===== src/rtl/seq_tx101.sv =====
// -----------------------------------------------------------------------------
// seq_tx101 -- framed serial transmitter (Moore FSM)
//
// Sends one frame per accepted request on a single serial line:
//   preamble 1,0,1 -> DATA_W payload bits MSB first -> [even parity] -> gap 0
// A request (Start) is accepted only while Ready is high. The payload is
// latched on the accepting edge and held for the whole frame.
//
// Optional feature macro: SEQ_TX101_PARITY_EN
//   defined   : one PAR cycle carrying even parity of the payload follows DATA
//   undefined : DATA goes straight to GAP; no parity state or logic is built
//
// Parameters
//   DATA_W  payload bits per frame (2..32)
//
// Ports
//   Clk    in   sole clock, rising edge
//   Rst    in   synchronous active-high reset, wins over Start
//   Start  in   frame request, sampled only while Ready=1
//   Data   in   payload, captured on the accepting edge
//   Ready  out  high only in IDLE
//   Busy   out  high from the first preamble bit through GAP
//   Done   out  one-cycle pulse during GAP
//   Dout   out  serial line, idles at 0
//
// All outputs are flops computed from the next state, so they carry the value
// belonging to the state being entered, with no path from Start/Data.
// -----------------------------------------------------------------------------
module seq_tx101 #(
    parameter int DATA_W = 8
) (
    input  logic              Clk,
    input  logic              Rst,
    input  logic              Start,
    input  logic [DATA_W-1:0] Data,
    output logic              Ready,
    output logic              Busy,
    output logic              Done,
    output logic              Dout
);

    localparam int CNT_W = (DATA_W > 1) ? $clog2(DATA_W) : 1;

`ifdef SEQ_TX101_PARITY_EN
    typedef enum logic [2:0] {
        S_IDLE = 3'd0,
        S_PRE1 = 3'd1,
        S_PRE0 = 3'd2,
        S_PRE2 = 3'd3,
        S_DATA = 3'd4,
        S_GAP  = 3'd5,
        S_PAR  = 3'd6
    } state_t;
`else
    typedef enum logic [2:0] {
        S_IDLE = 3'd0,
        S_PRE1 = 3'd1,
        S_PRE0 = 3'd2,
        S_PRE2 = 3'd3,
        S_DATA = 3'd4,
        S_GAP  = 3'd5
    } state_t;
`endif

    state_t             state_q, state_d;
    logic [DATA_W-1:0]  shreg_q, shreg_d;
    logic [CNT_W-1:0]   cnt_q,   cnt_d;
    logic               ready_q, ready_d;
    logic               busy_q,  busy_d;
    logic               done_q,  done_d;
    logic               dout_q,  dout_d;
`ifdef SEQ_TX101_PARITY_EN
    logic               par_q,   par_d;
`endif

    // Next-state and next-datapath logic
    always_comb begin
        state_d = state_q;
        shreg_d = shreg_q;
        cnt_d   = cnt_q;
`ifdef SEQ_TX101_PARITY_EN
        par_d   = par_q;
`endif
        case (state_q)
            S_IDLE: begin
                if (Start) begin
                    state_d = S_PRE1;
                    shreg_d = Data;
                    cnt_d   = CNT_W'(DATA_W - 1);
`ifdef SEQ_TX101_PARITY_EN
                    par_d   = ^Data;
`endif
                end
            end
            S_PRE1: state_d = S_PRE0;
            S_PRE0: state_d = S_PRE2;
            S_PRE2: state_d = S_DATA;
            S_DATA: begin
                // The MSB on the line this cycle is consumed; the shift on the
                // final bit is harmless since the register is reloaded before use.
                shreg_d = shreg_q << 1;
                if (cnt_q == '0) begin
`ifdef SEQ_TX101_PARITY_EN
                    state_d = S_PAR;
`else
                    state_d = S_GAP;
`endif
                end else begin
                    cnt_d = cnt_q - CNT_W'(1);
                end
            end
`ifdef SEQ_TX101_PARITY_EN
            S_PAR:  state_d = S_GAP;
`endif
            S_GAP:  state_d = S_IDLE;
            // Any unused encoding recovers to IDLE on the next edge.
            default: state_d = S_IDLE;
        endcase
    end

    // Registered outputs derived from the state being entered
    always_comb begin
        ready_d = (state_d == S_IDLE);
        busy_d  = (state_d != S_IDLE);
        done_d  = (state_d == S_GAP);
        dout_d  = 1'b0;
        case (state_d)
            S_PRE1: dout_d = 1'b1;
            S_PRE2: dout_d = 1'b1;
            S_DATA: dout_d = shreg_d[DATA_W-1];
`ifdef SEQ_TX101_PARITY_EN
            S_PAR:  dout_d = par_d;
`endif
            default: dout_d = 1'b0;
        endcase
    end

    always_ff @(posedge Clk) begin
        if (Rst) begin
            state_q <= S_IDLE;
            shreg_q <= '0;
            cnt_q   <= '0;
`ifdef SEQ_TX101_PARITY_EN
            par_q   <= 1'b0;
`endif
            ready_q <= 1'b1;
            busy_q  <= 1'b0;
            done_q  <= 1'b0;
            dout_q  <= 1'b0;
        end else begin
            state_q <= state_d;
            shreg_q <= shreg_d;
            cnt_q   <= cnt_d;
`ifdef SEQ_TX101_PARITY_EN
            par_q   <= par_d;
`endif
            ready_q <= ready_d;
            busy_q  <= busy_d;
            done_q  <= done_d;
            dout_q  <= dout_d;
        end
    end

    assign Ready = ready_q;
    assign Busy  = busy_q;
    assign Done  = done_q;
    assign Dout  = dout_q;

endmodule


===== config.mk =====
export PLATFORM = sky130hd
export DESIGN_NAME = seq_tx101
export DESIGN_NICKNAME = d
export VERILOG_FILES = /design/src/rtl/seq_tx101.sv
export SDC_FILE = /design/constraint.sdc
export NUM_CORES = 1
export LEC_CHECK = 0
export ABC_AREA = 1
export CAP_MARGIN = 20
export CORE_MARGIN = 2
export CORE_UTILIZATION = 50
export CTS_CLUSTER_SIZE = 30
export DETAILED_ROUTE_END_ITERATION = 10
export PLACE_DENSITY_LB_ADDON = 0.05
export SYNTH_ARGS = -nofsm -noshare
export SYNTH_HDL_FRONTEND = slang
export SYNTH_SLANG_ARGS = --single-unit

===== constraint.sdc =====
create_clock -name Clk -period 2.7 [get_ports Clk]
set_clock_uncertainty 0.1 [all_clocks]
set_input_delay 0.54 -clock Clk [delete_from_list [all_inputs] [get_ports Clk]]
set_output_delay 0.54 -clock Clk [all_outputs]
set_load 0.005 [all_outputs]

# After elaboration in Yosys (flattened, before gate mapping)
# Index checks and enable logic that the tools add are counted.
[totals]
reg_bits = 18
input_bits = 11
output_inout_bits = 4
elab_cells = 36
[op_classes]
add_sub_neg = 1
eq_ne = 10
muxes = 9
reduce_logical = 8
[op_table]
columns = ["cell", "count"]
rows = [
  ["$pmux W8 S2", 1],
  ["$pmux W3 S5", 1],
  ["$mux W3", 4],
  ["$eq A3 B2 Y1 const B", 3],
  ["$eq A3 B3 Y1 const B", 3],
  ["$logic_not A3 Y1", 3],
  ["$mux W8", 1],
  ["$eq A3 B1 Y1 const B", 2],
  ["$pmux W3 S2", 1],
  ["$ne A2 B2 Y1 const B", 2],
  ["$reduce_and A3 Y1", 1],
  ["$reduce_bool A3 Y1", 1],
  ["$sub A3 B1 Y3 const B", 1],
  ["$pmux W1 S2", 1],
  ["$reduce_and A2 Y1", 1],
  ["$reduce_bool A2 Y1", 1],
  ["$reduce_or A2 Y1", 1],
]

# Logic depth before layout (Yosys ltp)
# Gate-level depths: netlist of the first run.
[logic_depth]
word_depth = 6
ltp_mapped = 8
mapped_depth_nobuf = 8

# Least setup slack after synthesis of the first run
# Ideal clock, no wire load.
[synth_timing]
path_type = "input to register"
start = "in Start"
end = "reg shreg_q[2]"
setup_ps = 117
t_arrival_ps = 1200
required_ps = 2483
slack_ps = 1283
cell_stages = 6
path_buffers = 2
cell_sequence = "buf_6 nor2_1 nor2_4 buf_6 o21ai_0 nor2_1"
[synth_via]
elab_chain_len = 2
[synth_lines]
columns = ["element", "line_no", "text"]
rows = [
  ["start, declared", "34", "input logic Start,"],
  ["$ne A2 B2 Y1 (no line)", "--", ""],
  ["$reduce_and A2 Y1 (no line)", "--", ""],
  ["end signal, assigned", "152", "shreg_q <= shreg_d;"],
  ["end, declared", "66", "logic [DATA_W-1:0] shreg_q, shreg_d;"],
]
# No other way between the ends.
# A chain may end at the register's enable or synchronous reset.

# Final worst setup path of the first run
[layout_timing]
start = "in Start"
end = "reg cnt_q[1]"
[layout_via]
elab_chain_len = 2
[layout_lines]
columns = ["element", "line_no", "text"]
rows = [
  ["$ne A2 B2 Y1 (no line)", "--", ""],
  ["$reduce_and A3 Y1 (no line)", "--", ""],
  ["end signal, assigned", "153", "cnt_q <= cnt_d;"],
  ["end, declared", "67", "logic [CNT_W-1:0] cnt_q, cnt_d;"],
]
# No other way between the ends.

==> flow_metrics.tcl, run 1 <==
set metrics [dict create \
    fin_crit_sh 0.655 \
    root_buffer "clkbuf_4" \
    min_period_ns 1.77 \
    layout.nets 158 \
    worst_ep_required_time_ns 2.83 \
    place_congestion 0.779 \
    setup_viol 0 \
    antenna_left 0 \
    coreArea_um2 1560 \
    numPortBuffers 14 \
    wl_um 1530 \
    grt_overflow_total 0 \
    grt_pass1_wl_um 2550 \
    cts_setup_buffers 0 \
    layout_setup_ws_ns 0.932 \
    hold_class "register to register" \
    total_power_mw 0.615 \
    final_hold_viol_count 0 \
    ys_warn_count 0 \
    htreeDepth 1 \
    rsz0062_at_grt "false" \
    grt_max_degree 15 \
    drive_gt1_frac 0.0625 \
    cts_inserted_buffers 3 \
    place_ws_ns 0.623 \
    p_leak_nw 0.497 \
    place_hpwl_um 1170 \
    numPlacedInstances 156 \
    area_growth_syn_to_layout_pct 19.6 \
    via_per_inst 4.93 \
    switching_power_mw 0.175 \
    fmax_ghz 0.566 \
    synthCells 129 \
    synthesis.area_um2 861 \
    drt_iter0_drc 13 \
    cts_tree "done" \
    n_fill_cell 141 \
    ir_drop_mv 0.378 \
    slew_headroom 0.737 \
    grt_pass1_vias 651 \
    synth_mux_area_frac 0 \
    hold_buffers 0 \
    fin_cells 160 \
    antenna_found_initial 0 \
    final_cell_mix "42 x nand2_1, 30 x nor2_1, 18 x dfxtp_1" \
    synthSimpleGateAreaFrac 0.417 \
    first_pass_iters 4 \
    power.density_nw_per_um2 597 \
    num_antenna_cells 0 \
    final_common_cell "nand2_1" \
    clk_pin_slew_ns 0.10 \
    synth_top_family_by_area "simple AND/OR/NAND/NOR gates" \
    yosysSeqAreaShare 0.419 \
    critical_path.max_fanout 13 \
    synth-seq-cells 18 \
    clkPwrFrac 0.267 \
    drv_cap 0 \
    clock_latency_ns 0.29 \
    yosysUniqueCellTypes 14 \
    dieArea_um2 2070 \
    p_int_mw 0.440 \
    num_vias 789 \
    die_y_um 45.5 \
    swShare 0.285 \
    clk_path_buf_depth 2 \
    track_usage 0.171 \
    cts.sinks 18 \
    path_class "input port to register" \
    synth_adder_area_share 0.0291 \
    worst_pin_slew_ns 0.394 \
    cts-resized-gates 0 \
    wire_per_inst_um 9.58 \
    drc_errors 0 \
    slew_viol_final 0 \
    combinationalPowerShare 0.227 \
    synth-xor-area-share 0 \
    crit_arrival_ns 1.90 \
    synth_compound_area_frac 0.0465 \
    synth_fp_nets 142 \
    crit_path_end_kind "register" \
    boundaryPins 15 \
    setup_tns_ns 0 \
    rows 14 \
    start_kind "input port" \
    initial_core_util 0.552 \
    avgSynthCellArea_um2 6.67 \
    status "complete, no violations" \
    die_w_um 45.5 \
    p_seq_frac 0.506 \
]
final timing paths:
kind	startpoint	end	slack, ns	cells after the start
max	Start	cnt_q[1]$_SDFFE_PP0P_	0.93	7
min reg2reg	shreg_q[0]$_SDFFE_PP0P_	shreg_q[0]$_SDFFE_PP0P_	0.38	2
min	shreg_q[0]$_SDFFE_PP0P_	shreg_q[0]$_SDFFE_PP0P_	0.38	2
max reg2reg	cnt_q[0]$_SDFFE_PP0P_	Busy$_SDFF_PP0_	1.29	7
metrics by stage:
stage	util	area (µm²)	hold WS, ns
final	0.661	1030	0.383
after global routing	0.661	1030	0.408
after CTS	0.661	1030	0.384
after detailed placement	0.637	993	0.368
after global placement	0.637	993	0.365
after floorplan	-	861	0.333
state kept, by name, summed over array words and instances, names as in the netlist:
signal   count
Busy         1
Done         1
Dout         1
Ready        1
cnt_q        3
shreg_q      8
state_q      3
layout make-up:
type	count	area, µm²	share of cell area
Sequential cell	18	360	0.350
Multi-Input combinational cell	95	424	0.412
Timing Repair Buffer	14	140	0.136
Inverter	13	48.8	0.0474
Tap cell	16	20.0	0.0194
Clock buffer	4	36.3	0.0352
worst max-delay path, cell delays in order:
cell             delay (ns)
clkdlybuf4s50_1        0.61
nor2_1                 0.12
nor2_4                 0.27
nand2_2                0.14
nand2_1                0.08
nand2_1                0.04
nor2_1                 0.09
Yosys cell counts:
| cell type | number | area [µm²] |
|---|---|---|
| o21ai_0 | 6 | 30.0 |
| inv_1 | 13 | 48.8 |
| nand3b_1 | 1 | 7.51 |
| nand2_2 | 2 | 12.5 |
| o21ai_1 | 1 | 5.00 |
| buf_2 | 1 | 5.00 |
| ha_1 | 2 | 25.0 |
| a21oi_1 | 1 | 5.00 |
| nor2_1 | 30 | 113 |
| dfxtp_1 | 18 | 360 |
| nand2_1 | 42 | 158 |
| nand3_1 | 7 | 35.0 |
| buf_6 | 2 | 22.5 |
| nor2_4 | 3 | 33.8 |
cell families after synthesis:
logic type,count (synthesis)
simple gates,85
flops,18
buf+inv,16
compound gates,8
fa+ha+maj,2
routing by layer:
| layer | vias to the layer above | GRT usage | share of wire |
|---|---|---|---|
| met1 | 343 | 0.216 | 0.49 |
| met5 | - | 0 | 0 |
| met4 | 0 | 0.0882 | 0.015 |
| li1 | 423 | - | - |
| met2 | 19 | 0.273 | 0.44 |
| met3 | 4 | 0.0357 | 0.049 |
power by group through the flow:
stage               logic (mW)  clock network (mW)  registers (mW)
finish                   0.139               0.164           0.311
global route             0.159               0.184           0.315
CTS                      0.140               0.169           0.312
detailed placement       0.140                   0           0.318
global placement         0.137                   0           0.317
floorplan               0.0985                   0           0.315
Power figures use the tool's default switching activity.
==> inputs of run 2 (changes only) <==
clock period = 1.7 ns   (was 2.7 ns; I/O delays follow)
==> run 2 against run 1 <==
Compared with the run above: non-clock buffer count increased by 2; sequential share of layout area decreased by 0.50 points; count of clock-buffer cells in the layout unchanged; sequential power increased by 59%; flip-flop and latch count unchanged; cell area increased by 1.5%; critical endpoint is now Done; setup slack got worse by 0.77 ns; routed wire length decreased by 2.3%.
==> flow_metrics.tcl, run 2 (same netlist as run 1, synthesis figures left out) <==
set metrics [dict create \
    grt_pass1_vias 743 \
    cp_top_family "buffers and inverters" \
    p_seq_frac 0.505 \
    crit_buf_inv 1 \
    fin_cells 162 \
    hold_class "register to register" \
    dpl_cell_area_um2 1010 \
    wire_per_inst_um 9.25 \
    num_antenna_cells 0 \
    cts_tree "done" \
    htreeDepth 1 \
    fin_crit_sh 0.906 \
    rows 14 \
    critical_path.max_fanout 1 \
    hold_path.startpoint "shreg_q[0]$_SDFFE_PP0P_" \
    wl_um 1500 \
    whs_endpoint "shreg_q[0]$_SDFFE_PP0P_" \
    ir_drop_mv 0.622 \
    cts_setup_buffers 0 \
    hold_buffers 0 \
    first_pass_iters 4 \
    antenna_left 0 \
    cts.sinks 18 \
    root_buffer "clkbuf_4" \
    cpPeakStageDelay_ns 0.49 \
    rr_endpoint "Busy$_SDFF_PP0_" \
    worst_ep_required_time_ns 1.26 \
    grt_pass1_wl_um 2820 \
    largestRegisters "shreg_q x8, cnt_q x3, state_q x3" \
    drive_gt1_frac 0.0753 \
    cts-resized-gates 0 \
    rsz0062_at_grt "false" \
    die_w_um 45.5 \
    status "complete, no violations" \
    worst_pin_slew_ns 0.269 \
    coreArea_um2 1560 \
    drt_iter0_drc 12 \
    switching_power_mw 0.276 \
    initial_core_util 0.552 \
    final_area_um2 1040 \
    boundaryPins 15 \
    area_growth_syn_to_layout_pct 21.4 \
    layout.nets 160 \
    r2r_slack_ns 0.30 \
    slowest_stage "clkdlybuf4s50_1" \
    clock_latency_ns 0.29 \
    drv_cap 0 \
    path_class "register to output pin" \
    grt_overflow_total 0 \
    crit_path_end_kind "output pin" \
    antenna_found_initial 0 \
    hold_ws_ns 0.376 \
    cp.depth 1 \
    final_cell_mix "42 x nand2_1, 30 x nor2_1, 18 x dfxtp_1" \
    die_y_um 45.5 \
    timing.rr.start "cnt_q[0]$_SDFFE_PP0P_" \
    min_period_ns 1.54 \
    num_vias 789 \
    setup_viol 0 \
    r2r_cells 7 \
    dieArea_um2 2070 \
    place_hpwl_um 1150 \
    p_leak_nw 0.507 \
    combinationalPowerShare 0.229 \
    clk_path_buf_depth 2 \
    clk_pin_slew_ns 0.11 \
    final_common_cell "nand2_1" \
    start_kind "register" \
    slew_viol_final 0 \
    grt_max_degree 14 \
    numPlacedInstances 158 \
    top_register "shreg_q" \
    slew_headroom 0.821 \
    cts_inserted_buffers 3 \
    p_int_mw 0.702 \
    track_usage 0.186 \
    place_congestion 0.853 \
    via_per_inst 4.87 \
    power.density_nw_per_um2 936 \
    final_hold_viol_count 0 \
    swShare 0.282 \
    crit_arrival_ns 1.10 \
    hold_path_depth 2 \
    drc_errors 0 \
    clkPwrFrac 0.266 \
    largest_reg_flops 8 \
    numPortBuffers 14 \
    fmax_ghz 0.649 \
    crit_chain "clkdlybuf4s50_1" \
]
run 2: cell count changes in the layout (fill, tap and decap cells not counted):
cell	before	now
buf_4	0	2
run 2: power groups by stage:
stage / Sequential (mW) / Combinational, mW / Clock (mW)
floorplan: 0.501 / 0.156 / 0
global placement: 0.503 / 0.222 / 0
detailed placement: 0.504 / 0.225 / 0
CTS: 0.494 / 0.226 / 0.269
global route: 0.501 / 0.259 / 0.293
finish: 0.493 / 0.224 / 0.260
run 2: layer usage:
metal / global-route usage / wire length, µm / vias up / share of wire
met5: 0 / 0 / - / 0
met4: 0.0882 / 10 / 0 / 0.0067
met3: 0.0357 / 74 / 2 / 0.049
met2: 0.313 / 697 / 19 / 0.47
met1: 0.225 / 715 / 343 / 0.48
li1: - / - / 425 / -
run 2: through the flow:
stage           util  setup TNS [ns]  power, mW  setup slack, ns
2_1_floorplan      -               0      0.657            0.416
3_3_place_gp   0.647               0      0.725           0.0441
3_5_place_dp   0.647        -0.00637      0.729         -0.00562
4_1_cts        0.670               0      0.989            0.145
5_1_grt        0.670               0       1.05            0.102
6_report       0.670               0      0.978            0.160
run 2: worst max path at each step:
stage	start	endpoint	slack, ns
2_1_floorplan	cnt_q[0]$_SDFFE_PP0P_	Busy$_SDFF_PP0_	0.42
3_3_place_gp	Start	cnt_q[0]$_SDFFE_PP0P_	0.04
3_5_place_dp	Start	cnt_q[0]$_SDFFE_PP0P_	-0.006
4_1_cts	Done$_SDFF_PP0_	Done	0.15
5_1_grt	Done$_SDFF_PP0_	Done	0.10
6_report	Done$_SDFF_PP0_	Done	0.16
run 2: final cells by class:
class | instances | area (µm²)
Fill cell | 158 | 514
Tap cell | 16 | 20.0
Inverter | 13 | 48.8
Clock buffer | 4 | 36.3
Timing Repair Buffer | 16 | 155
Sequential cell | 18 | 360
Multi-Input combinational cell | 95 | 424
==> variant, RTL diff (flow settings as in run 1) <==
Add a define of `SEQ_TX101_PARITY_EN`.
--- a/src/rtl/seq_tx101.sv
+++ b/src/rtl/seq_tx101.sv
@@ -28,2 +28,4 @@
 // -----------------------------------------------------------------------------
+`define SEQ_TX101_PARITY_EN
+
 module seq_tx101 #(
Check against the original RTL: no difference found for any inputs over 10 cycles, from zero or initial values and one cycle with Rst high; that may be too few to reach the edited logic, so the function may still have changed.
==> variant against run 1 <==
- critical path depth decreased by 6
- wire length rose by 25%
- die area grew 18%
- first-iteration DRC count rose by 38%
- global-route usage grew 2.2 points
- power grew 4.7%
- sequential cell count is 1 higher
- synthesized cell count is 16% higher
- area after synthesis up 20%
- cell area increased by 19%
- worst setup slack improved by 0.028 ns
- largest power group unchanged
==> variant: results (changes against run 1) <==
[critical_path]
worstPathArrival_ns=1.10  ; -0.80 ns
path_delay_family=buffers and inverters
crit_path_max_incr_delay_ns=0.49  ; -0.12 ns
cp_max_fo=1  ; -12
reg2reg_to=Dout
r2r-start=cnt_q[0]
r2r_cells=10  ; +3
cpMaxStageDelayCell=clkdlybuf4s50_1
reg2reg_slack_ns=1.17  ; -0.12 ns

[place]
dp_cells=189  ; +21%
port-buffer-count=14  ; unchanged
place_congestion=0.782  ; +0.35%
dp_hpwl_um=1550  ; +33%

[global_route]
grt_antenna_before_repair=0  ; unchanged
grt_max_degree=14  ; -1
grt_pass1_vias=939  ; +44%
grt_pass1_wl_um=3790  ; +49%
grtUsageTotal=0.194  ; +0.0222

[yosys]
seq_area_frac_synth=0.368  ; -0.0506
synth_area_per_cell_um2=6.94  ; +3.9%
synthTopCellsByCount=nand2_1 (52), dfxtp_1 (19), inv_1 (18)
async_flop_share=0  ; unchanged
synth-warning-count=0  ; unchanged
synth.distinct_cells=27  ; +13
synth_area_leaders=dfxtp_1 (37%), nand2_1 (19%), inv_1 (6.5%)
synth_fp_nets=162  ; +14%

[hold_path]
hold-path-cell-count=2  ; unchanged
hold_end=shreg_q[0]
hold_start=shreg_q[0]
holdCritPathClass=register to register

[clocking]
path_clk_slew_ns=0.11
cts-root-buf=clkbuf_4
clock_latency_ns=0.29  ; about the same
post_cts.repair.setup_buffers=0  ; unchanged
numCtsBuffers=3  ; unchanged
post_cts_resized=0  ; unchanged
h-tree-depth=1  ; unchanged
max-clock-path-buffers=2  ; unchanged

[drt]
drt_iter0_markers=18  ; +5
dr.pass1.iters=4  ; unchanged
avgViaCountPerCell=4.74  ; -3.9%
wl_um=1920  ; +25%
vias=915  ; +16%

[finish]
finalNetCount=180  ; +14%
n_antenna_cell=0  ; unchanged
largestRegisters=shreg_q: 8 flops, cnt_q: 3 flops, state_q: 3 flops
num-fill-cells=210  ; +49%
drive_above_1_share=0.151  ; +0.0881

[status]
outcome=finished, final reports clean

[power]
p_leak_uw=0.000590  ; +19%
switching_share=0.314  ; +0.0292
ir_worst_vdd_uv=287  ; -24%

[sta]
worstMarginPinSlew_ns=0.472  ; +0.0780 ns

## variant: metrics by stage
step                setup slack, ns  area, um^2  hold WS, ns  utilization
floorplan                      1.32        1030        0.338            -
global placement              0.771        1200        0.355        0.614
detailed placement            0.720        1200        0.352        0.614
CTS                           0.944        1230        0.368        0.627
global route                  0.877        1230        0.396        0.627
finish                        0.960        1230        0.366        0.627
## variant: area by class of cell
type                            instances  area [um^2]  share of cell area
Tap cell                               27         33.8              0.0275
Inverter                               23         91.3              0.0743
Sequential cell                        19          380               0.309
Clock buffer                            4         26.3              0.0214
Timing Repair Buffer                   14          140               0.114
Multi-Input combinational cell        106          558               0.454
## variant: worst max-delay path by stage
stage	startpoint	to	slack, ns	depth (start not counted)
floorplan	cnt_q[0]	Dout	1.32	10
global placement	Rst	Busy	0.77	4
detailed placement	Rst	Busy	0.72	4
CTS	Ready	Ready	0.94	1
global route	Rst	Busy	0.88	4
finish	Ready	Ready	0.96	1
## variant: cells by family (layout without fill, tap and decap cells)
| logic type | count (synthesis) | in the layout | share of synthesized area |
|---|---|---|---|
| flip-flops | 19 | 19 | 0.368 |
| buffers and inverters | 24 | 41 | 0.0920 |
| XOR/XNOR | 1 | 1 | 0.00848 |
| AND/OR/NAND/NOR | 83 | 83 | 0.380 |
| adder cells (fa/ha/maj) | 2 | 2 | 0.0242 |
| AO/OA/AOI/OAI | 20 | 20 | 0.127 |
## variant: power by group through the flow
stage	logic (uW)	registers (uW)	clock network (uW)
floorplan	128	326	0
finish	183	321	141
detailed placement	184	327	0
global route	207	324	159
global placement	178	327	0
CTS	185	321	146
## variant: layer usage
metal  GRT usage  vias to the layer above  routed length (um)
met4      0.0417                        0                   0
li1            -                      496                   -
met3      0.0364                        0                  51
met2       0.369                       12                1030
met1       0.222                      407                 839
met5           0                        -                   0
